<file path="config.mk">
export PLATFORM = sky130hd
export DESIGN_NAME = uart_rx_ctrl
export DESIGN_NICKNAME = d
export VERILOG_FILES = /design/src/rtl/uart_rx_pkg.sv /design/src/rtl/uart_rx_edge_bit_counter.sv /design/src/rtl/uart_rx_ctrl.sv
export SDC_FILE = /design/constraint.sdc
export NUM_CORES = 1
export LEC_CHECK = 0
export CORE_MARGIN = 1.5
export CORE_UTILIZATION = 55
export CTS_CLUSTER_SIZE = 10
export DETAILED_ROUTE_END_ITERATION = 10
export DONT_BUFFER_PORTS = 1
export HOLD_SLACK_MARGIN = 0.12
export PLACE_DENSITY = 0.7
export SLEW_MARGIN = 20
export SYNTH_ARGS = -nofsm -noshare
export SYNTH_HDL_FRONTEND = slang
export SYNTH_SLANG_ARGS = --single-unit
</file>
<file path="constraint.sdc">
create_clock -name CLK -period 3.13 [get_ports CLK]
set_input_delay 0.313 -clock CLK [delete_from_list [all_inputs] [get_ports CLK]]
set_output_delay 0.313 -clock CLK [all_outputs]
set_load 0.01 [all_outputs]
</file>
<file path="src/rtl/uart_rx_pkg.sv">
// rtl/uart_rx_pkg.sv - shared state encoding and frame constants for the UART RX controller
package uart_rx_pkg;

  localparam int DATA_WIDTH = 8;

  localparam logic PAR_EVEN = 1'b0;
  localparam logic PAR_ODD  = 1'b1;

  typedef enum logic [2:0] {
    IDLE   = 3'd0,
    START  = 3'd1,
    DATA   = 3'd2,
    PARITY = 3'd3,
    STOP   = 3'd4
  } state_t;

endpackage

</file>
<file path="src/rtl/uart_rx_edge_bit_counter.sv">
// rtl/uart_rx_edge_bit_counter.sv - oversampling edge counter and bit counter with bit-end strobe
module uart_rx_edge_bit_counter #(
  parameter int PRESCALE_WIDTH = 6,
  parameter int BIT_CNT_WIDTH  = 4
) (
  input  logic                      CLK,
  input  logic                      RST,
  input  logic                      en,
  input  logic                      bit_clr,
  input  logic [PRESCALE_WIDTH-1:0] prescale,
  output logic [PRESCALE_WIDTH-1:0] edge_cnt,
  output logic [BIT_CNT_WIDTH-1:0]  bit_cnt,
  output logic                      bit_end
);

  assign bit_end = en && (edge_cnt == prescale - PRESCALE_WIDTH'(1));

  // bit_clr lets the start bit end restart data indexing at bit 0
  always_ff @(posedge CLK) begin
    if (RST || !en) begin
      edge_cnt <= '0;
      bit_cnt  <= '0;
    end else if (bit_end) begin
      edge_cnt <= '0;
      bit_cnt  <= bit_clr ? '0 : bit_cnt + BIT_CNT_WIDTH'(1);
    end else begin
      edge_cnt <= edge_cnt + PRESCALE_WIDTH'(1);
    end
  end

endmodule

</file>
<file path="src/rtl/uart_rx_ctrl.sv">
// rtl/uart_rx_ctrl.sv - UART RX FSM, LSB-first deserialiser, parity and stop checks
// Optional parity support is built when UART_RX_PARITY_EN is defined.
module uart_rx_ctrl #(
  parameter int DATA_WIDTH     = uart_rx_pkg::DATA_WIDTH,
  parameter int PRESCALE_WIDTH = 6,
  parameter int BIT_CNT_WIDTH  = 4
) (
  input  logic                      CLK,
  input  logic                      RST,
  input  logic                      RX_IN,
  input  logic [PRESCALE_WIDTH-1:0] prescale,
  input  logic                      PAR_EN,
  input  logic                      PAR_TYP,
  input  logic                      sampled_bit,
  output logic                      dat_samp_en,
  output logic [PRESCALE_WIDTH-1:0] edge_cnt,
  output logic [DATA_WIDTH-1:0]     P_DATA,
  output logic                      data_valid,
  output logic                      par_err,
  output logic                      stp_err
);

  import uart_rx_pkg::*;

  localparam int IDX_W = $clog2(DATA_WIDTH);

  state_t                   state;
  state_t                   after_data;
  logic                     bit_end;
  logic [BIT_CNT_WIDTH-1:0] bit_cnt;
  logic                     par_err_q;

  uart_rx_edge_bit_counter #(
    .PRESCALE_WIDTH(PRESCALE_WIDTH),
    .BIT_CNT_WIDTH (BIT_CNT_WIDTH)
  ) u_cnt (
    .CLK     (CLK),
    .RST     (RST),
    .en      (dat_samp_en),
    .bit_clr (state == START),
    .prescale(prescale),
    .edge_cnt(edge_cnt),
    .bit_cnt (bit_cnt),
    .bit_end (bit_end)
  );

`ifdef UART_RX_PARITY_EN
  assign after_data = PAR_EN ? PARITY : STOP;
`else
  logic unused_par_cfg;
  assign unused_par_cfg = PAR_EN ^ PAR_TYP;
  assign after_data     = STOP;
`endif

  assign par_err = par_err_q;

  always_ff @(posedge CLK) begin
    data_valid <= 1'b0;
    if (RST) begin
      state       <= IDLE;
      dat_samp_en <= 1'b0;
      P_DATA      <= '0;
      par_err_q   <= 1'b0;
      stp_err     <= 1'b0;
    end else begin
      case (state)
        IDLE: begin
          if (!RX_IN) begin
            state       <= START;
            dat_samp_en <= 1'b1;
            par_err_q   <= 1'b0;
            stp_err     <= 1'b0;
          end
        end
        START: begin
          if (bit_end) begin
            if (!sampled_bit) begin
              state <= DATA;
            end else begin
              state       <= IDLE;
              dat_samp_en <= 1'b0;
            end
          end
        end
        DATA: begin
          if (bit_end) begin
            P_DATA[bit_cnt[IDX_W-1:0]] <= sampled_bit;
            if (bit_cnt == BIT_CNT_WIDTH'(DATA_WIDTH - 1)) begin
              state <= after_data;
            end
          end
        end
`ifdef UART_RX_PARITY_EN
        PARITY: begin
          if (bit_end) begin
            par_err_q <= sampled_bit ^ (^P_DATA) ^ PAR_TYP;
            state     <= STOP;
          end
        end
`endif
        STOP: begin
          // par_err_q already holds this frame's result (or 0 when no parity bit)
          if (bit_end) begin
            stp_err     <= ~sampled_bit;
            data_valid  <= sampled_bit & ~par_err_q;
            state       <= IDLE;
            dat_samp_en <= 1'b0;
          end
        end
        default: begin
          state       <= IDLE;
          dat_samp_en <= 1'b0;
        end
      endcase
    end
  end

endmodule

</file>
## Word level (Yosys, flattened, before mapping)

Index checks and enable logic that the tools add are counted.

- Bitwise logic cells: 4
- Multiplexer cells: 19
- Add/subtract/negate cells: 3
- Magnitude comparators: 2
- Reductions and logical operators: 12
- Divide/modulo/power cells: 0
- Shift-type cells: 0
- Eq/ne operators: 11
- Multiply operators: 0

Operators by type and width:

| operator | count |
|---|---|
| $mux W3 | 5 |
| $ne A2 B2 Y1 const B | 6 |
| $pmux W3 S4 | 1 |
| $reduce_and A5 Y1 | 2 |
| $bwmux W8 | 1 |
| $mux W1 | 7 |
| $add A6 B1 Y6 const B | 1 |
| $eq A6 B6 Y1 | 1 |
| $sub A6 B1 Y6 const B | 1 |
| $add A4 B1 Y4 const B | 1 |
| $eq A4 B3 Y1 const B | 1 |
| $lt A3 B4 Y1 const B | 1 |
| $mux W4 | 1 |
| $not A1 Y1 | 4 |
| $pmux W1 S4 | 1 |
| $demux W1 S3 | 1 |
| $eq A3 B1 Y1 const B | 1 |
| $eq A3 B2 Y1 const B | 1 |
| $eq A3 B3 Y1 const B | 1 |
| $ge A3 B1 Y1 const B | 1 |
| $logic_not A3 Y1 | 1 |
| $reduce_and A3 Y1 | 1 |
| $reduce_or A3 Y1 | 1 |
| $logic_and A1 B1 Y1 | 2 |
| 7 further kinds | 7 |

- Word-level logic and storage cells: 58
- Latch bits: 0
- Bits in writable memories: 0
- Output and inout port bits: 18
- Bits in read-only memories: 0
- Input port bits: 12
- Memories kept: 0
- Flip-flop bits (word level): 24

## Longest topological paths before layout

Gate-level depths: netlist of the first run.

- Depth after elaboration: 5
- Gate-level depth with buffers: 8
- Gate-level depth less buffers: 7

## Hierarchy

From an unflattened synthesis of the first run, not the netlist that was laid out.

- Cells, all modules: 157
- Area total of the unflattened synthesis: 1367.6 sq um

By module, submodules not included:

| module | times used | area an instance (sq um) | cells each | seq. area each (sq um) |
|---|---|---|---|---|
| uart_rx_ctrl | 1 | 767.0 | 85 | 280.3 |
| uart_rx_edge_bit_counter | 1 | 600.6 | 72 | 200.2 |

## Worst setup path before layout of the first run

OpenSTA, ideal clock, no wires.

- Path kind: input-to-reg
- Start point: input port prescale[0]
- End point: register stp_err
- Path slack: 1.112 ns
- Stages on the path: 7
- Data arrival time: 1.897 ns
- Data required time: 3.009 ns
- Setup time: 0.121 ns
- Buffers on the path: 0
- Path through: inv_1 > ha_1 > xor2_1 > and3_2 > o211ai_4 > or4_4 > mux2_4

- Word-level cells in the longest chain between the ends: 5

Ends and longest elaborated chain:

| element | RTL line | RTL |
|---|---|---|
| start: declaration | uart_rx_ctrl.sv:11 | `input logic [PRESCALE_WIDTH-1:0] prescale,` |
| $sub A6 B1 Y6 | uart_rx_edge_bit_counter.sv:16 | `assign bit_end = en && (edge_cnt == prescale - PRESCALE_WIDTH'(1));` |
| $eq A6 B6 Y1 | uart_rx_edge_bit_counter.sv:16 |  |
| $logic_and A1 B1 Y1 | uart_rx_edge_bit_counter.sv:16 |  |
| $ne A2 B2 Y1 (no line) | -- |  |
| $reduce_and A3 Y1 (no line) | -- |  |
| end signal: assignment | uart_rx_ctrl.sv:104 | `stp_err <= ~sampled_bit;` |
| end: declaration | uart_rx_ctrl.sv:20 | `output logic stp_err` |

Every way passes these cells.
A chain may end at the register's enable or synchronous reset.

## Worst setup path after layout of the first run

- Start point: register u_cnt.edge_cnt[2]
- End point: register stp_err

- Word-level cells in the longest chain between the ends: 4

Ends and longest elaborated chain:

| element | RTL line | RTL |
|---|---|---|
| start: declaration | uart_rx_edge_bit_counter.sv:11 | `output logic [PRESCALE_WIDTH-1:0] edge_cnt,` |
| start signal: assignment | uart_rx_edge_bit_counter.sv:27 | `edge_cnt <= edge_cnt + PRESCALE_WIDTH'(1);` |
| $eq A6 B6 Y1 | uart_rx_edge_bit_counter.sv:16 |  |
| $logic_and A1 B1 Y1 | uart_rx_edge_bit_counter.sv:16 |  |
| $ne A2 B2 Y1 (no line) | -- |  |
| $reduce_and A3 Y1 (no line) | -- |  |

Every way passes these cells.

==> results.toml, run 1 <==
[worst_hold_path]
hp-start = "RST"
hold_class = "in2reg"

[timing]
setup_viol = 0
fmax_mhz = 487.5
clock_skew_ns = 0.003716
drv_slew = 0
hold_viol_final = 0
fin_crit_sh_pct = 65.54
worst_pin_slew_ns = 0.6074
finalWorstPathRequiredPeriod_ns = 2.051
maxSlewHeadroom_pct = 59.36
final.setup.tns_ns = 0
grt_setup_unrepaired = "false"

[setup_path]
crit_type = "reg2reg"
cp-end-kind = "flop"
cpMaxStageDelayCell = "dfxtp_1"
path_cells = "xnor2_1 > a21oi_1 > a32oi_2 > or4_4 > mux2_4"
crit_arrival_ns = 2.28
slowest_delay_ns = 0.57
reg2reg_from = "u_cnt.edge_cnt[2]"
start_kind = "flop"
cp-startpoint = "u_cnt.edge_cnt[2]"
crit_required_ns = 3.36
critPathMaxFanout = 8

[final_layout]
drive_gt1_share_pct = 9.091
diodes = 0
area_delta_synth_final_pct = 5.207
final_net_count = 170
regArea_um2 = 480.5
utilization_pct = 60.29
fin_cells = 184
fill_cells = 218
multi_input_area_um2 = 847.1

[die]
core_um2 = 2432
rows = 18
ioPinCount = 30
die_y_um = 53.34
start_util_pct = 57.30
die-area_um2 = 2845
die_w_um = 53.34

[global_route]
use_met1_pct = 30.36
grt.met2_usage_pct = 37.86
top_usage_layer = "met2"
grt_pass1_wl_mm = 4.905
grt_max_degree = 17
antenna_found_initial = 0
overflow = 0
grt_pass1_vias = 1106
grt_util_met3_pct = 3.390
grt_util_all_layers_pct = 23.25

[placement]
gp_congestion = 0.7561
hpwlAfterDp_mm = 2.014
dp.cells = 177
port_buffers = 0

[clock_tree]
cts.sinks = 24
clk_latency_ns = 0.32
cts_buffers = 3
clkTransAtPathRegs_ns = 0.14
postCtsResizedCells = 0
cts_tree = "yes"
clockBufferDepth = 2
post_cts_buffers = 0
htree_levels = 1
cts_root_buffer = "clkbuf_4"

[synthesis]
synth_top_area_cell = "dfxtp_1"
synth_area_per_cell_um2 = 8.878
synthDistinctLibCells = 45
syn_inst = 157
synth_seq_cells = 24
synth_top_area_share_pct = 34.47
synth_flop_cell = "dfxtp_1"
ys_warn_count = 0
synth.most_common_cell = "dfxtp_1"
synth_area_leaders = "dfxtp_1 (34%), mux2i_1 (5.7%), nand2b_1 (5.4%), nor3_1 (4.7%), xor2_1 (4.4%)"
ys_async_sr_fraction_pct = 0
syn_area_um2 = 1394
syn-num-nets = 172
ys_seq_area_share_pct = 34.47
synth_edf_count = 0
ys_top_cells_by_count = "dfxtp_1 (24), nor3_1 (13), nand2b_1 (12)"

[power]
leakagePower_nw = 0.5737
vdd.ir_drop.worst_mv = 0.2460
power_density_nw_per_um2 = 412.3

[detailed_routing]
drc = 0
drtAntennaViolNets = 0
wl_mm = 2.814
via_per_inst = 6.071
firstDrtPassIters = 4
vias = 1117
wl_per_cell_um = 15.29
drt_iter0_markers = 31

[job]
max_cap_violations = 0

[run_status]
outcome = "finished clean"
==> power breakdown <==
part           total [mW]  switching (mW)  internal, mW
Sequential          0.319         0.00985         0.310
Clock               0.229          0.0996         0.130
Combinational      0.0560          0.0333        0.0227
==> critical path, delay by kind of cell (launching register included) <==
kind            cells  cell delay (ns)
xor+xnor            1             0.13
flops               1             0.57
compound gates      2             0.39
mux                 1             0.31
simple gates        1             0.55
==> cells in the final DEF (no fill, tap or decap), drive strengths merged, types with 2 or more instances in the layout <==
cell type / netlist / routed
dlygate4sd3: 0 / 3
dfxtp: 24 / 24
nand3: 5 / 5
nor2: 10 / 10
o211ai: 2 / 2
nand2b: 12 / 12
or4: 3 / 3
a211oi: 2 / 2
nand2: 3 / 3
xnor2: 5 / 5
a21oi: 6 / 6
inv: 5 / 5
nor3: 13 / 13
xor2: 7 / 7
a31o: 2 / 2
o21ai: 2 / 2
nor3b: 5 / 5
a31oi: 2 / 2
mux2i: 8 / 8
nor2b: 2 / 2
o311a: 2 / 2
nand4: 8 / 8
ha: 3 / 3
clkbuf: 4 / 3
and3: 3 / 3
==> what timing repair did <==
item	in CTS	in global routing
setup endpoints to repair	0	0
hold buffers	2	1
endpoints found under the hold margin	2	2
==> cells by family (layout without fill, tap and decap cells) <==
| family | after synthesis | count (layout) | synth area share (%) |
|---|---|---|---|
| compound gates | 24 | 24 | 14.00 |
| flops | 24 | 24 | 34.47 |
| buf+inv | 15 | 12 | 4.757 |
| simple gates | 69 | 69 | 28.91 |
| other cells | 1 | 1 | 0.2690 |
| mux | 9 | 9 | 6.822 |
| fa+ha+maj | 3 | 3 | 2.693 |
| xor+xnor | 12 | 12 | 8.079 |
==> registers in the layout, indices dropped and copies added (netlist names) <==
signal          count
P_DATA              8
u_cnt.edge_cnt      6
u_cnt.bit_cnt       4
state               3
dat_samp_en         1
data_valid          1
stp_err             1
==> path summary, 6_finish.rpt <==
path,slack [ns],cells past startpoint,end
min,0.16,2,P_DATA[7]
min reg2reg,0.53,2,P_DATA[1]
max,1.08,5,stp_err
max reg2reg,1.08,5,stp_err
==> layout make-up <==
| type | instances | share of cell area, % |
|---|---|---|
| Tap cell | 30 | 2.560 |
| Timing Repair Buffer | 3 | 2.048 |
| Multi-Input combinational cell | 118 | 57.76 |
| Clock inverter | 1 | 2.048 |
| Inverter | 5 | 1.280 |
| Clock buffer | 3 | 1.536 |
| Sequential cell | 24 | 32.76 |
==> per-stage QoR <==
step | instance area [µm²] | hold WS, ns | setup slack (ns) | power, mW
2_1_floorplan | 1394 | 0.4285 | 1.112 | 0.3712
3_3_place_gp | 1384 | 0.3896 | 1.047 | 0.3762
3_5_place_dp | 1384 | 0.3914 | 1.021 | 0.3780
4_1_cts | 1456 | 0.1234 | 1.079 | 0.6047
5_1_grt | 1466 | 0.1520 | 0.9529 | 0.6289
6_report | 1466 | 0.1551 | 1.079 | 0.6046
==> layer usage <==
layer | vias to the layer above | wire length (µm)
met5 | - | 0
met4 | 0 | 40
met3 | 6 | 102
met2 | 23 | 1316
met1 | 523 | 1355
li1 | 565 | -
No activity file was read; power rests on OpenSTA's default activity.
==> inputs of run 2 (changes only) <==
--- a/config.mk
+++ b/config.mk
@@ -11,7 +11,7 @@
 export DETAILED_ROUTE_END_ITERATION = 10
 export DONT_BUFFER_PORTS = 1
 export HOLD_SLACK_MARGIN = 0.12
-export PLACE_DENSITY = 0.7
+export PLACE_DENSITY = 0.73
 export SLEW_MARGIN = 20
 export SYNTH_ARGS = -nofsm -noshare
 export SYNTH_HDL_FRONTEND = slang
==> constraint.sdc (replaced) <==
create_clock -name CLK -period 1.84 [get_ports CLK]
set_input_delay 0.184 -clock CLK [delete_from_list [all_inputs] [get_ports CLK]]
set_output_delay 0.184 -clock CLK [all_outputs]
set_load 0.01 [all_outputs]
==> run 2 against run 1 <==
Effect of this change:
- clock skew is 0.0063 ns higher
- sequential power is 69% higher
- critical path depth stayed put
- routed wire length is 5.0% higher
- critical path type unchanged
- combinational power is 110% higher
- global-route usage is 0.29 points higher
==> results.toml, run 2 (synthesized netlist as in run 1, its figures left out) <==
[run_status]
outcome = "finished clean"

[placement]
gp_congestion = 0.8800
hpwlAfterDp_mm = 2.188
port_buffers = 0

[global_route]
grt_util_met3_pct = 6.780
top_usage_layer = "met2"
grt_pass1_vias = 1156
use_met1_pct = 29.53
antenna_found_initial = 0
grt_max_degree = 15
overflow = 0
grt.met2_usage_pct = 38.68
grt_util_all_layers_pct = 23.54
grt_pass1_wl_mm = 5.016

[setup_path]
cp-end-kind = "flop"
cpMaxStageDelayCell = "or4_4"
cp-startpoint = "u_cnt.edge_cnt[4]"
reg2reg_from = "u_cnt.edge_cnt[4]"
crit_arrival_ns = 2.01
slowest_delay_ns = 0.52
crit_type = "reg2reg"
reg2reg_slack_ns = 0.06
crit_family = "simple AND/OR/NAND/NOR gates"
critPathMaxFanout = 5
path_buf_inv = 0
path_cells = "xor2_2 > a21oi_1 > a32oi_2 > or4_4 > mux2_4"
crit_required_ns = 2.08
start_kind = "flop"

[worst_hold_path]
hp-start = "RX_IN"
hold_class = "in2reg"

[clock_tree]
post_cts_buffers = 0
clkTransAtPathRegs_ns = 0.14
clk_latency_ns = 0.32
htree_levels = 1
clockBufferDepth = 2
cts.sinks = 24
cts_root_buffer = "clkbuf_4"
cts_buffers = 3
cts_tree = "yes"

[timing]
setup_viol = 0
fin_crit_sh_pct = 96.60
drv_slew = 0
clock_skew_ns = 0.01004
grt_setup_unrepaired = "false"
hold_viol_final = 0
final.setup.tns_ns = 0
finalWorstPathRequiredPeriod_ns = 1.777
fmax_mhz = 562.6

[die]
die-area_um2 = 2845
die_y_um = 53.34
start_util_pct = 57.30
rows = 18
ioPinCount = 30
core_um2 = 2432
die_w_um = 53.34

[final_layout]
regMostFlops = "P_DATA"
final_cell_mix = "dfxtp_1 (23), nor3_1 (13), nand2b_1 (12), buf_4 (12), nor2_1 (9)"
drive_gt1_share_pct = 18.67
utilization_pct = 65.28
largest_reg_flops = 8
layout_commonest_cell = "dfxtp_1"
diodes = 0
reg_top3 = "P_DATA (8), u_cnt.edge_cnt (6), u_cnt.bit_cnt (4)"
area_delta_synth_final_pct = 13.91
final_net_count = 182

[power]
power_density_nw_per_um2 = 659.2
vdd.ir_drop.worst_mv = 0.4922
leakagePower_nw = 0.6376

[detailed_routing]
drtAntennaViolNets = 0
via_per_inst = 6.143
vias = 1204
wl_per_cell_um = 15.07
firstDrtPassIters = 4
drt_iter0_markers = 34
wl_mm = 2.954
drc = 0

[job]
max_cap_violations = 0
-- run 2: changes by cell type in the layout (fill, tap and decap cells not counted), sizes merged --
cell,before,now
buf,0,12
-- run 2: what timing repair did --
item | 4_1_cts | 5_1_grt
endpoints found under the hold margin | 13 | 0
gates resized for setup | 0 | 4
hold buffers | 3 | 0
endpoints found under the setup margin | 0 | 6
-- run 2: routing by layer --
layer  wire length [µm]  vias up
li1                   -      588
met1               1393      577
met2               1400       35
met3                136        4
met4                 23        0
met5                  0        -
-- run 2: worst register-to-register path, cell delays in order (launching register included) --
cell and delay [ns]:
dfxtp_1 0.36, xor2_2 0.17, a21oi_1 0.21, a32oi_2 0.13, or4_4 0.52, mux2_4 0.30
-- run 2: through the flow --
| stage | power (mW) | std cells | hold WS, ns | setup WS [ns] | area [µm²] |
|---|---|---|---|---|---|
| global route | 1.087 | 196 | 0.1408 | 0.006946 | 1588 |
| floorplan | 0.6332 | 157 | 0.2995 | 0.005261 | 1405 |
| detailed placement | 0.6561 | 189 | 0.2634 | -0.03688 | 1485 |
| finish | 1.047 | 196 | 0.1471 | 0.06260 | 1588 |
| CTS | 1.052 | 196 | 0.1471 | 0.02450 | 1568 |
| global placement | 0.6513 | 189 | 0.2619 | 0.003762 | 1485 |
-- run 2: layout make-up --
type / instances / area, µm²
Multi-Input combinational cell: 118 / 877.1
Timing Repair Buffer: 15 / 120.1
Sequential cell: 24 / 481.7
Fill cell: 211 / 844.6
Inverter: 5 / 18.77
Clock inverter: 1 / 30.03
Clock buffer: 3 / 22.52
Tap cell: 30 / 37.54
-- run 2: final timing paths --
check,to,cells past startpoint
max reg2reg,stp_err,5
min,dat_samp_en,4
max,stp_err,5
min reg2reg,P_DATA[6],2
-- run 2: report_power, final --
part           internal, mW  switching (mW)
clock network         0.220           0.170
registers             0.527          0.0120
logic                0.0500          0.0678
total                 0.797           0.250
